<file path="src/rtl/motor_pwm_driver.sv">
`default_nettype none
// ============================================================================
// Module   : motor_pwm_driver
// Purpose  : Turns the signed PD command from the balance controller into a
//            fixed-period PWM waveform and the two direction pins of one
//            H-bridge channel. Commands take effect only at period boundaries,
//            and a direction reversal always inserts one full off period.
// Ports    : clk            system clock
//            rst            synchronous active-high reset
//            i_enable       level; 0 forces the bridge off on the next edge
//            i_pwm_cmd      signed duty command (clocks)
//            i_cmd_valid    one-cycle strobe capturing i_pwm_cmd
//            o_pwm_out      PWM to the bridge enable pin
//            o_ain1         forward direction pin
//            o_ain2         reverse direction pin
//            o_period_tick  high on the last clock of every period
//            o_saturated    active duty was clipped to MAX_DUTY
// Revision : 1.0 - initial release
// ============================================================================
module motor_pwm_driver #(
  parameter int PERIOD   = 1000,
  parameter int MAX_DUTY = 950,
  parameter int DEADBAND = 20
) (
  input  logic        clk,
  input  logic        rst,
  input  logic        i_enable,
  input  logic [15:0] i_pwm_cmd,
  input  logic        i_cmd_valid,
  output logic        o_pwm_out,
  output logic        o_ain1,
  output logic        o_ain2,
  output logic        o_period_tick,
  output logic        o_saturated
);

  localparam logic [15:0] c_last_cnt  = 16'(PERIOD - 1);
  localparam logic [15:0] c_max_duty  = 16'(MAX_DUTY);
  localparam logic [16:0] c_max_mag   = 17'(MAX_DUTY);
  localparam logic [16:0] c_dead_mag  = 17'(DEADBAND);

  typedef enum logic [1:0] {
    ST_IDLE    = 2'd0,
    ST_RUN     = 2'd1,
    ST_REVERSE = 2'd2
  } state_t;

  typedef enum logic [1:0] {
    DIR_ZERO = 2'd0,
    DIR_POS  = 2'd1,
    DIR_NEG  = 2'd2
  } dir_t;

  state_t      r_state;
  state_t      w_state_next;
  logic [15:0] r_cnt;
  logic [15:0] w_cnt_next;
  logic [15:0] r_pending;
  logic [15:0] w_cmd_sel;
  logic [15:0] r_duty;
  logic [15:0] w_duty_next;
  dir_t        r_dir;
  dir_t        w_dir_next;
  logic        r_sat;
  logic        w_sat_next;
  logic        w_boundary;

  // Decoded form of the command that would be loaded this cycle
  logic [16:0] w_mag;
  logic [15:0] w_cv_duty;
  dir_t        w_cv_dir;
  logic        w_cv_sat;
  logic        w_reversal;

  logic        r_pwm;
  logic        r_ain1;
  logic        r_ain2;
  logic        r_tick;

  assign w_boundary = (r_cnt == c_last_cnt);

  // A strobe on the boundary cycle must win over the held value, so the
  // load path looks through the pending register.
  assign w_cmd_sel = i_cmd_valid ? i_pwm_cmd : r_pending;

  // 17-bit magnitude so that -32768 maps to +32768 without overflow.
  assign w_mag = w_cmd_sel[15] ? (17'd0 - {1'b1, w_cmd_sel}) : {1'b0, w_cmd_sel};

  always_comb begin
    w_cv_duty = 16'd0;
    w_cv_dir  = DIR_ZERO;
    w_cv_sat  = 1'b0;
    if ((w_mag >= c_dead_mag) && (w_mag != 17'd0)) begin
      w_cv_dir = w_cmd_sel[15] ? DIR_NEG : DIR_POS;
      if (w_mag > c_max_mag) begin
        w_cv_duty = c_max_duty;
        w_cv_sat  = 1'b1;
      end else begin
        w_cv_duty = w_mag[15:0];
      end
    end
  end

  // Only a non-zero to opposite non-zero change is a reversal.
  assign w_reversal = ((r_dir == DIR_POS) && (w_cv_dir == DIR_NEG)) ||
                      ((r_dir == DIR_NEG) && (w_cv_dir == DIR_POS));

  // Next-state and next-output logic
  always_comb begin
    w_state_next = r_state;
    w_duty_next  = r_duty;
    w_dir_next   = r_dir;
    w_sat_next   = r_sat;
    w_cnt_next   = w_boundary ? 16'd0 : (r_cnt + 16'd1);

    if (!i_enable) begin
      w_state_next = ST_IDLE;
      w_duty_next  = 16'd0;
      w_dir_next   = DIR_ZERO;
      w_sat_next   = 1'b0;
    end else begin
      case (r_state)
        ST_IDLE: begin
          w_duty_next = 16'd0;
          w_dir_next  = DIR_ZERO;
          w_sat_next  = 1'b0;
          if (w_boundary) begin
            w_state_next = ST_RUN;
            w_duty_next  = w_cv_duty;
            w_dir_next   = w_cv_dir;
            w_sat_next   = w_cv_sat;
          end
        end
        ST_RUN: begin
          if (w_boundary) begin
            if (w_reversal) begin
              w_state_next = ST_REVERSE;
              w_duty_next  = 16'd0;
              w_dir_next   = DIR_ZERO;
              w_sat_next   = 1'b0;
            end else begin
              w_duty_next = w_cv_duty;
              w_dir_next  = w_cv_dir;
              w_sat_next  = w_cv_sat;
            end
          end
        end
        ST_REVERSE: begin
          if (w_boundary) begin
            w_state_next = ST_RUN;
            w_duty_next  = w_cv_duty;
            w_dir_next   = w_cv_dir;
            w_sat_next   = w_cv_sat;
          end
        end
        default: begin
          w_state_next = ST_IDLE;
          w_duty_next  = 16'd0;
          w_dir_next   = DIR_ZERO;
          w_sat_next   = 1'b0;
        end
      endcase
    end
  end

  // State and registered outputs. Outputs are computed from the values the
  // counter and duty will hold after this edge so they line up with cnt.
  always_ff @(posedge clk) begin
    if (rst) begin
      r_state   <= ST_IDLE;
      r_cnt     <= 16'd0;
      r_pending <= 16'd0;
      r_duty    <= 16'd0;
      r_dir     <= DIR_ZERO;
      r_sat     <= 1'b0;
      r_pwm     <= 1'b0;
      r_ain1    <= 1'b0;
      r_ain2    <= 1'b0;
      r_tick    <= 1'b0;
    end else begin
      r_state   <= w_state_next;
      r_cnt     <= w_cnt_next;
      r_pending <= w_cmd_sel;
      r_duty    <= w_duty_next;
      r_dir     <= w_dir_next;
      r_sat     <= w_sat_next;
      r_pwm     <= (w_cnt_next < w_duty_next);
      r_ain1    <= (w_dir_next == DIR_POS);
      r_ain2    <= (w_dir_next == DIR_NEG);
      r_tick    <= (w_cnt_next == c_last_cnt);
    end
  end

  assign o_pwm_out     = r_pwm;
  assign o_ain1        = r_ain1;
  assign o_ain2        = r_ain2;
  assign o_period_tick = r_tick;
  assign o_saturated   = r_sat;

endmodule
`default_nettype wire
</file>
<file path="config.mk">
export PLATFORM = sky130hd
export DESIGN_NAME = motor_pwm_driver
export DESIGN_NICKNAME = d
export VERILOG_FILES = /design/src/rtl/motor_pwm_driver.sv
export SDC_FILE = /design/constraint.sdc
export NUM_CORES = 1
export LEC_CHECK = 0
export BUFFER_PORTS_ARGS = -buffer_cell sky130_fd_sc_hd__buf_2
export CORE_MARGIN = 4
export CORE_UTILIZATION = 46
export DETAILED_ROUTE_END_ITERATION = 10
export GPL_ROUTABILITY_DRIVEN = 0
export PLACE_DENSITY_LB_ADDON = 0.08
export SYNTH_ARGS = -nofsm -noshare
export SYNTH_HDL_FRONTEND = slang
export SYNTH_SLANG_ARGS = --single-unit
</file>
<file path="constraint.sdc">
create_clock -name clk -period 9.9 [get_ports clk]
set_input_delay 0.495 -clock clk [delete_from_list [all_inputs] [get_ports clk]]
set_output_delay 0.495 -clock clk [all_outputs]
set_load 0.02 [all_outputs]
</file>
==> summary.md <==
| Metric | Value |
|---|---|
| Status | `completed` |
| Post-synth top flop | `dfxtp_1` |
| Core area | `7810 µm²` |
| Overall routing resource usage | `19.6%` |
| Final hold slack | `438 ps` |
| Min-delay worst type | `input pin to flop` |
| GRT Residual Overflow | `0` |
| Final setup fails | `0` |
| First-pass GRT wire length | `approximately 15,000 µm` |
| CTS Buf Count | `9` |
| Count of pins over their slew limit | `0` |
| Period Utilization, post-route | `50.0%` |
| Vias after detailed routing | `3,283` |
| N_diodes | `0` |
| Relative slew slack | `between 30% and 40%` |
| Crit-path max cell delay | `470 ps` |
| Setup crit start kind | `input pin` |
| Row cnt | `32` |
| Worst-path cell chain | `buf_2 -> buf_4 -> mux2i_1 -> ha_1 -> nor4b_2 -> nor2_1 -> o21ai_0 -> xor2_1 -> nand3_1 -> a21o_1 -> o21ai_2 -> o21ai_0 -> a21bo_1 -> ha_1 -> nand4_1 -> or3_1 -> a211oi_1 -> a21oi_1 -> o21ai_0 -> a21oi_1` |
| Synth unique cells | `62` |
| Met3 wire length | `~310 µm` |
| Syn_nets | `approximately 490` |
| Top area cells in the synthesized netlist | `dfxtp_1 30%, ha_1 6.0%, nor2_1 5.1%, nand2_1 4.9%, mux2i_1 3.7%` |
| Root Driver | `clkbuf_8` |
| Nets@finish | `approximately 510` |
| TritonCTS clock tree | `yes` |
| Lkg Pwr | `1.70 nW` |
| Post-Route WL | `~9000 µm` |
| Cell mode on critical path | `o21ai_0` |
| Post-Syn Area per Cell | `8.25 µm²` |
| Clk Latency, worst-skew pair | `350 ps` |
| Peak supply drop | `slightly below 0.08 mV` |
| # clock sinks | `57` |
| Fmax achieved | `202 MHz` |
| Worst slew pin tran | `931 ps` |
| M1 wire length | `4450 µm` |
| Setup CP Type | `input pin to flop` |
| Fin cells | `581` |
| Met2 routed WL | `4260 µm` |
| FILL cells | `759` |
| Crit end category | `flop` |
| CP top delay family | `compound AO/OA/AOI/OAI gates` |
| Ys Warns | `0` |
| Crit path max fanout | `38` |
| Dominant cell type by area after synthesis | `dfxtp_1` |
| RSZ-0062 raised after global routing | `false` |
| Sequential area share after synthesis | `a little under a third` |
| DRT iter0 DRCs | `approximately 120` |
| HP Start | `i_pwm_cmd[9]` |
| Post-Syn Area | `roughly 3700 µm²` |
| Post-synth EDFFs | `0` |
| Die height | `around 98 µm` |
| Worst setup path start | `i_cmd_valid` |
| Share of layout cells above drive strength 1 | `~14%` |
| Clk pin slew, worst setup/hold paths | `70 ps` |
| Buffers & Inverters on Critical Path | `2` |
| Post-CTS Setup Inserts | `0` |
| PwrDens | `138 nW/µm²` |
| Syn-to-layout area delta | `10.4%` |
| Max_cap viols | `0` |
| Antenna-violating nets left | `0` |
| Reg-to-Reg Start | `r_pending[0]` |
| Crit path time final | `approximately 4900 ps` |
| Number of global-route vias before repair | `3,258` |
| Mapped Cells | `454` |
| H-tree depth | `3` |
| Largest net degree at the start of global routing | `39` |
| Post-Route Skew | `7.14 ps` |
| Drt via density | `between 5 and 6` |
| Chip Width | `roughly 100 µm` |
| Max clock buf depth | `2` |
| Worst endpoint required time | `10,130 ps` |
| Post-CTS Hold Fix Bufs | `0` |
| Worst Path Arrival | `5170 ps` |
| Max Used Layer | `met4` |
| Post-synthesis async set-or-reset flop share | `0%` |
| Slowest CP cell | `o21ai_2` |
| Starting Density | `48.0%` |
| Hold Vio Cnt, Final | `0` |
| DP Cell Count | `565` |
| Post-CTS Resized | `0` |
| Average wire per cell in the routed design | `15.7 µm` |
| Initial antenna violation count | `0` |
| Ports | `25` |
| Setup TNS | `0 ps` |
| Residual DRC count | `0` |
| Die area | `roughly 9700 µm²` |
| DR pass1 iterations | `4` |
| Post-DP HPWL | `6790 µm` |
| Register bit total from synthesis | `between 50 and 60` |
| IO Port Bufs | `24` |
| Synth top area share | `between 30% and 40%` |
-- metrics by stage --
stage	power, mW	setup slack (ps)	utilization (%)	area [µm²]
6_report	0.572	4950	53.0	4140
5_1_grt	0.598	4420	53.0	4140
4_1_cts	0.578	4930	53.0	4140
3_5_place_dp	0.329	4580	50.2	3920
3_3_place_gp	0.328	4730	50.2	3920
2_1_floorplan	0.308	5070	-	3750
-- synth_stat cells, types with 4 or more instances --
cell and n:
o211ai_1 6, ha_1 18, xnor2_1 13, xor2_1 10, inv_1 13, a211oi_1 4, o21ai_0 18, nor2b_1 9
nor3_1 20, nand3_1 17, a21o_1 7, clkbuf_1 9, nand2_1 49, and2_1 8, nand2b_1 7, o31a_1 6
o31ai_1 5, and3_1 5, mux2_2 6, o21a_1 6, a21oi_1 18, a31oi_1 4, or3_1 4, nor4_1 9
nand4_1 6, mux2i_1 14, nor2_1 51, dfxtp_1 57
-- flip-flops by register name (all words and copies together) (netlist names) --
register / cells
r_state: 2
o_saturated: 1
o_ain2: 1
r_dir: 2
o_ain1: 1
o_pwm_out: 1
r_duty: 16
o_period_tick: 1
r_pending: 16
r_cnt: 16
-- worst reg2reg max path: stages (launching register included) --
cell	delay (ps)
dfxtp_1	320
mux2i_1	320
ha_1	260
nor4b_2	330
nor2_1	180
o21ai_0	220
xor2_1	320
nand3_1	130
a21o_1	190
o21ai_2	470
o21ai_0	190
a21bo_1	230
ha_1	270
nand4_1	70
or3_1	370
a211oi_1	250
a21oi_1	100
o21ai_0	80
a21oi_1	50
-- metal layers --
layer,up-vias,GRT usage [%]
li1,1683,-
met1,1540,25.3
met2,55,32.1
met3,5,4.86
met4,0,6.41
met5,-,0
-- cell usage in the layout (no fill, tap or decap), types with 4 or more instances in the layout --
master,synthesis,layout
o21ai_0,18,18
nand4_1,6,6
and2_1,8,8
inv_1,13,13
o31ai_1,5,5
a21oi_1,18,18
nor4_1,9,9
buf_2,2,24
a211oi_1,4,4
nand2b_1,7,7
xnor2_1,13,13
nand3_1,17,17
o21a_1,6,6
nand2_1,49,49
and3_1,5,5
mux2i_1,14,14
o31a_1,6,6
xor2_1,10,10
nor2_1,51,51
clkbuf_8,0,10
o211ai_1,6,6
ha_1,18,18
or3_1,4,4
a21o_1,7,7
nor2b_1,9,9
mux2_2,6,6
dfxtp_1,57,57
a31oi_1,4,4
nor3_1,20,20
-- layout make-up --
| class | count | area [µm²] | share of cell area (%) |
|---|---|---|---|
| Clock buffer | 11 | 141 | 3.42 |
| Clock inverter | 5 | 78.8 | 1.91 |
| Inverter | 13 | 48.8 | 1.18 |
| Tap cell | 102 | 128 | 3.09 |
| Multi-Input combinational cell | 368 | 2470 | 59.7 |
| Timing Repair Buffer | 25 | 128 | 3.09 |
| Sequential cell | 57 | 1140 | 27.6 |
-- power breakdown --
| group | switching [mW] | internal, mW | total [mW] |
|---|---|---|---|
| Combinational | 0.0506 | 0.0338 | 0.0843 |
| Clock | 0.0990 | 0.148 | 0.247 |
| Sequential | 0.00539 | 0.235 | 0.240 |
| Total | 0.155 | 0.417 | 0.572 |
-- path summary, 6_finish.rpt --
path                       end  slack [ps]  cells past startpoint
hold reg to reg     r_duty[13]         450                      2
hold / removal    r_pending[9]         440                      3
setup / recovery     o_pwm_out        4950                     20
setup reg to reg     o_pwm_out        5450                     18
-- logic make-up (layout without fill, tap and decap cells) --
| logic type | count (synthesis) | after routing | share of synthesized area, % |
|---|---|---|---|
| buffers and inverters | 29 | 54 | 3.57 |
| muxes | 26 | 26 | 8.45 |
| AOI/OAI and AO/OA | 93 | 93 | 17.1 |
| and+or+nand+nor | 208 | 208 | 29.0 |
| adders and majority gates | 18 | 18 | 6.01 |
| DFF | 57 | 57 | 30.5 |
| xor gates and xnor gates | 23 | 23 | 5.38 |
No activity file was read; power rests on OpenSTA's default activity.
